File: src/rtl/ram_arbiter.sv
// ram_arbiter: two-requester round-robin arbiter in front of a single-port RAM.
// Optional power-up clear of the whole RAM is enabled by defining
// RAM_ARBITER_CLEAR_EN; without it the arbiter starts serving right after reset.
// Read results return on a shared rdata bus tagged by rvalid0/rvalid1,
// RD_LAT cycles after the grant.
module ram_arbiter #(
  parameter int ADDR_W = 5,
  parameter int DATA_W = 3,
  parameter int RD_LAT = 1
) (
  input  logic              clock,
  input  logic              reset,
  input  logic              req0,
  input  logic              req1,
  input  logic              we0,
  input  logic              we1,
  input  logic [ADDR_W-1:0] addr0,
  input  logic [ADDR_W-1:0] addr1,
  input  logic [DATA_W-1:0] wdata0,
  input  logic [DATA_W-1:0] wdata1,
  output logic              gnt0,
  output logic              gnt1,
  output logic              rvalid0,
  output logic              rvalid1,
  output logic [DATA_W-1:0] rdata,
  output logic              busy,
  output logic [ADDR_W-1:0] ram_address,
  output logic [DATA_W-1:0] ram_data,
  output logic              ram_wren,
  input  logic [DATA_W-1:0] ram_q
);

  typedef enum logic {CLEAR, RUN} state_t;

`ifdef RAM_ARBITER_CLEAR_EN
  localparam state_t RESET_STATE = CLEAR;
`else
  localparam state_t RESET_STATE = RUN;
`endif

  state_t            state, state_nx;
  logic [ADDR_W-1:0] clr_cnt;
  // fav1 = 1 means requester 0 was served last, so requester 1 wins a tie
  logic              fav1;
  logic [ADDR_W-1:0] addr_hold;
  logic [DATA_W-1:0] data_hold;
  logic [1:0]        rd_vld_p1;
  logic [1:0]        rd_vld_p2;
  logic [1:0]        rd_vld;

  // State register, clear counter, tie-break pointer and read-tracking pipeline
  always_ff @(posedge clock or posedge reset) begin
    if (reset) begin
      state     <= RESET_STATE;
      clr_cnt   <= '0;
      fav1      <= 1'b0;
      rd_vld_p1 <= 2'b00;
      rd_vld_p2 <= 2'b00;
    end else begin
      state <= state_nx;
      if (state == CLEAR)
        clr_cnt <= clr_cnt + ADDR_W'(1);
      if (gnt0)
        fav1 <= 1'b1;
      else if (gnt1)
        fav1 <= 1'b0;
      // stage p1: read issued to the RAM in the previous cycle
      rd_vld_p1 <= {gnt1 & ~we1, gnt0 & ~we0};
      // stage p2: extra delay for a two-cycle RAM
      rd_vld_p2 <= rd_vld_p1;
    end
  end

  // Last value driven onto the RAM address/data bus, replayed on idle cycles
  always_ff @(posedge clock) begin
    addr_hold <= ram_address;
    data_hold <= ram_data;
  end

  // Next state, grants and RAM bus mux; grants are suppressed while reset is high
  always_comb begin
    state_nx    = state;
    gnt0        = 1'b0;
    gnt1        = 1'b0;
    ram_address = addr_hold;
    ram_data    = data_hold;
    ram_wren    = 1'b0;
    case (state)
      CLEAR: begin
        ram_wren    = 1'b1;
        ram_data    = '0;
        ram_address = clr_cnt;
        if (clr_cnt == '1)
          state_nx = RUN;
      end
      RUN: begin
        if (!reset) begin
          gnt0 = req0 & (~req1 | ~fav1);
          gnt1 = req1 & (~req0 | fav1);
        end
        if (gnt0) begin
          ram_address = addr0;
          ram_data    = wdata0;
          ram_wren    = we0;
        end else if (gnt1) begin
          ram_address = addr1;
          ram_data    = wdata1;
          ram_wren    = we1;
        end
      end
      default: state_nx = RESET_STATE;
    endcase
  end

  assign rd_vld  = (RD_LAT == 2) ? rd_vld_p2 : rd_vld_p1;
  assign rvalid0 = rd_vld[0];
  assign rvalid1 = rd_vld[1];
  assign rdata   = (|rd_vld) ? ram_q : '0;

`ifdef RAM_ARBITER_CLEAR_EN
  assign busy = (state == CLEAR);
`else
  assign busy = 1'b0;
`endif

endmodule

File: config.mk
export PLATFORM = sky130hd
export DESIGN_NAME = ram_arbiter
export DESIGN_NICKNAME = d
export VERILOG_FILES = /design/src/rtl/ram_arbiter.sv
export SDC_FILE = /design/constraint.sdc
export NUM_CORES = 1
export LEC_CHECK = 0
export ABC_CLOCK_PERIOD_IN_PS = 4640
export CORE_MARGIN = 5
export CORE_UTILIZATION = 43
export CTS_CLUSTER_SIZE = 8
export DETAILED_ROUTE_END_ITERATION = 6
export GPL_TIMING_DRIVEN = 0
export PLACE_DENSITY = 0.83
export RECOVER_POWER = 50
export SYNTH_ARGS = -nofsm -noshare
export SYNTH_HDL_FRONTEND = slang
export SYNTH_SLANG_ARGS = --single-unit
export TNS_END_PERCENT = 20
File: constraint.sdc
create_clock -name clock -period 4.64 [get_ports clock]
set_clock_uncertainty 0.2 [all_clocks]
set_input_delay 1.392 -clock clock [delete_from_list [all_inputs] [get_ports clock]]
set_output_delay 1.392 -clock clock [all_outputs]
set_load 0.01 [all_outputs]
==> metrics.txt <==
outcome finished, final reports clean; Final Cycle Share 98.9%; largest cells by area after synthesis dfrtp_1 (23%), dfxtp_1 (18%), nor3_1 (4.5%); min Tclk post-route around 4.6 ns; clock buffer count from CTS 3; Worst Hold Class flip-flop to flip-flop; Syn. warnings 0; DR pass1 iterations 4; Antenna Cells 0; Worst path slowest cell clkdlybuf4s50_1; post-synth cell types 33; clock root buffer clkbuf_4; # port buffers 39; required time of the critical path a little over 3 ns; drt via density about 5.3; CP endpoint kind output port; largest area contributor in the netlist dfrtp_1; number of flops mapped to enable cells by yosys 0; first-pass GRT wire length 4020 um; fin. max-slew vios 0; CP Class input port to output port; DP Worst Slack -0.290 ns; DRT Wirelength 2430 um; endpoints failing setup 0; drt drc 0; routability cong. about 0.82; grt ovf 0; setup ws final roughly 0.05 ns; CP max FO 5; Wirelength per Cell approximately 15 um; Hold Buf Count CTS 0; most numerous cell in the Yosys netlist nor2_1; die area between 0.003 and 0.004 sq mm; CTS tree done; leakage ~0.00060 uW; Setup TNS 0 ns; syn nets ~120; Top Ports 42; Commonest cells post-synth nor2_1 (10), dfrtp_1 (8), dfxtp_1 (8), nor3_1 (8); dominant synthesized flop cell dfxtp_1; Worst-path clk slew 0.09 ns; largest vdd supply drop approximately 210 uV; clock latency on the worst-skew pair between 0.2 and 0.3 ns; CTS max path bufs 2; Power Dens Cells between 200 and 300 mW/mm^2; die height 55.3 um; number of H-tree levels 1; nets around 160; CTS sink count 17; Core Area 0.00196 sq mm; Setup crit start kind input port; share of cells above drive strength 1 14.0%; # fillers between 150 and 200; Synth async-reset ratio 52.9%; antenna-violating nets left 0; Yosys top cell area share 22.7%; worst-path cell chain clkdlybuf4s50_1, or2b_1, and3_1, o32a_1, dlygate4sd2_1; row cnt 16; Mapped Area about 880 sq um; DP Wirelength 1940 um; unrepaired setup endpoints after global routing yes; Syn-to-layout area delta 53.0%; syn_area_per_cell between 9 and 10 sq um; final core utilization just under 70%; number of global-route vias before repair slightly below 900; initial antenna violation count 0; Fin. Hold Viols 0; CP peak stage delay approximately 0.52 ns; Synth Instances just over 90; Max Cap Violations 0; fmax around 0.22 GHz; die width 55.3 um; DRT iter0 DRCs 16; Critical Path AT ~3 ns; post-synthesis sequential area ratio between 40 and 50%; Initial Util 44.9%; largest net degree at the start of global routing 11; flops & latches, synth 17; Vias between 800 and 900; All-Layer GR Usage roughly 16%
## area by class of cell
class / instances / area, sq um / area share, %
buffer: 6 / 40.0 / 2.97
multi-input combinational: 64 / 459 / 34.1
sequential: 17 / 387 / 28.7
clock buffer: 4 / 26.3 / 1.95
timing repair buffer: 40 / 383 / 28.4
inverter: 5 / 18.8 / 1.39
tap: 27 / 33.8 / 2.51
## worst paths after layout
path | start | to | slack (ns) | depth (start not counted)
hold reg to reg | clr_cnt[3]$_DFFE_PP0N_ | clr_cnt[3]$_DFFE_PP0N_ | 0.30 | 1
setup / recovery | req0 | ram_address[0] | 0.05 | 5
min in group asynchronous | reset | clr_cnt[1]$_DFFE_PP0N_ | 0.99 | 2
hold / removal | clr_cnt[3]$_DFFE_PP0N_ | clr_cnt[3]$_DFFE_PP0N_ | 0.30 | 1
max in group asynchronous | reset | state$_DFF_PP1_ | 2.93 | 2
setup reg to reg | state$_DFF_PP1_ | data_hold[0]$_DFF_P_ | 2.93 | 4
## per-stage QoR
| stage | total power [uW] | cell area (sq um) | hold slack, ns | cells |
|---|---|---|---|---|
| floorplan | 222 | 881 | 0.261 | 92 |
| global placement | 282 | 1310 | 0.287 | 158 |
| detailed placement | 285 | 1310 | 0.292 | 158 |
| CTS | 351 | 1320 | 0.307 | 162 |
| global route | 381 | 1350 | 0.344 | 163 |
| finish | 357 | 1350 | 0.304 | 163 |
## state kept, by name, summed over array words and instances, names as in the netlist
name,cells
fav1,1
clr_cnt,5
data_hold,3
state,1
addr_hold,5
rd_vld,2
## cell families after synthesis
group,share of synthesized area (%)
and+or+nand+nor,21.9
AOI/OAI and AO/OA,18.9
DFF,43.9
buffers and inverters,6.53
xor gates and xnor gates,2.98
adders and majority gates,2.84
muxes,2.56
other,0.426
## what timing repair did
action	CTS	global route
buffers inserted	0	1
setup endpoints to repair	11	8
pin swaps	0	3
resized for setup	11	11
## critical path, delay by kind of cell
family / cells / cell delay, ns
AND/OR/NAND/NOR: 2 / 0.48
buffers and inverters: 2 / 0.81
AO/OA/AOI/OAI: 1 / 0.31
## power breakdown
part           switching [uW]  internal (uW)  total (uW)
combinational            49.9           62.9         113
clock                    43.0           33.3        76.3
sequential               5.24            162         168
## placed cells by master, fill, tap and decap left out, types with 3 or more instances in the layout
| master | n |
|---|---|
| xnor2_1 | 3 |
| o32ai_1 | 4 |
| inv_1 | 5 |
| clkbuf_4 | 3 |
| buf_4 | 3 |
| nor2_1 | 10 |
| dlygate4sd2_1 | 8 |
| nor2b_1 | 5 |
| dfxtp_1 | 8 |
| o21ai_0 | 4 |
| dfrtp_1 | 8 |
| clkdlybuf4s50_1 | 28 |
| nor3_1 | 8 |
| nand3_1 | 4 |
## routing by layer
metal	global-route usage, %	vias up	wire length [um]
li1	-	421	-
met1	19.1	389	1050
met2	25.7	45	1110
met3	6.06	8	219
met4	7.64	0	55
met5	0	-	0
Note: power is estimated with default switching activity, not from simulation.
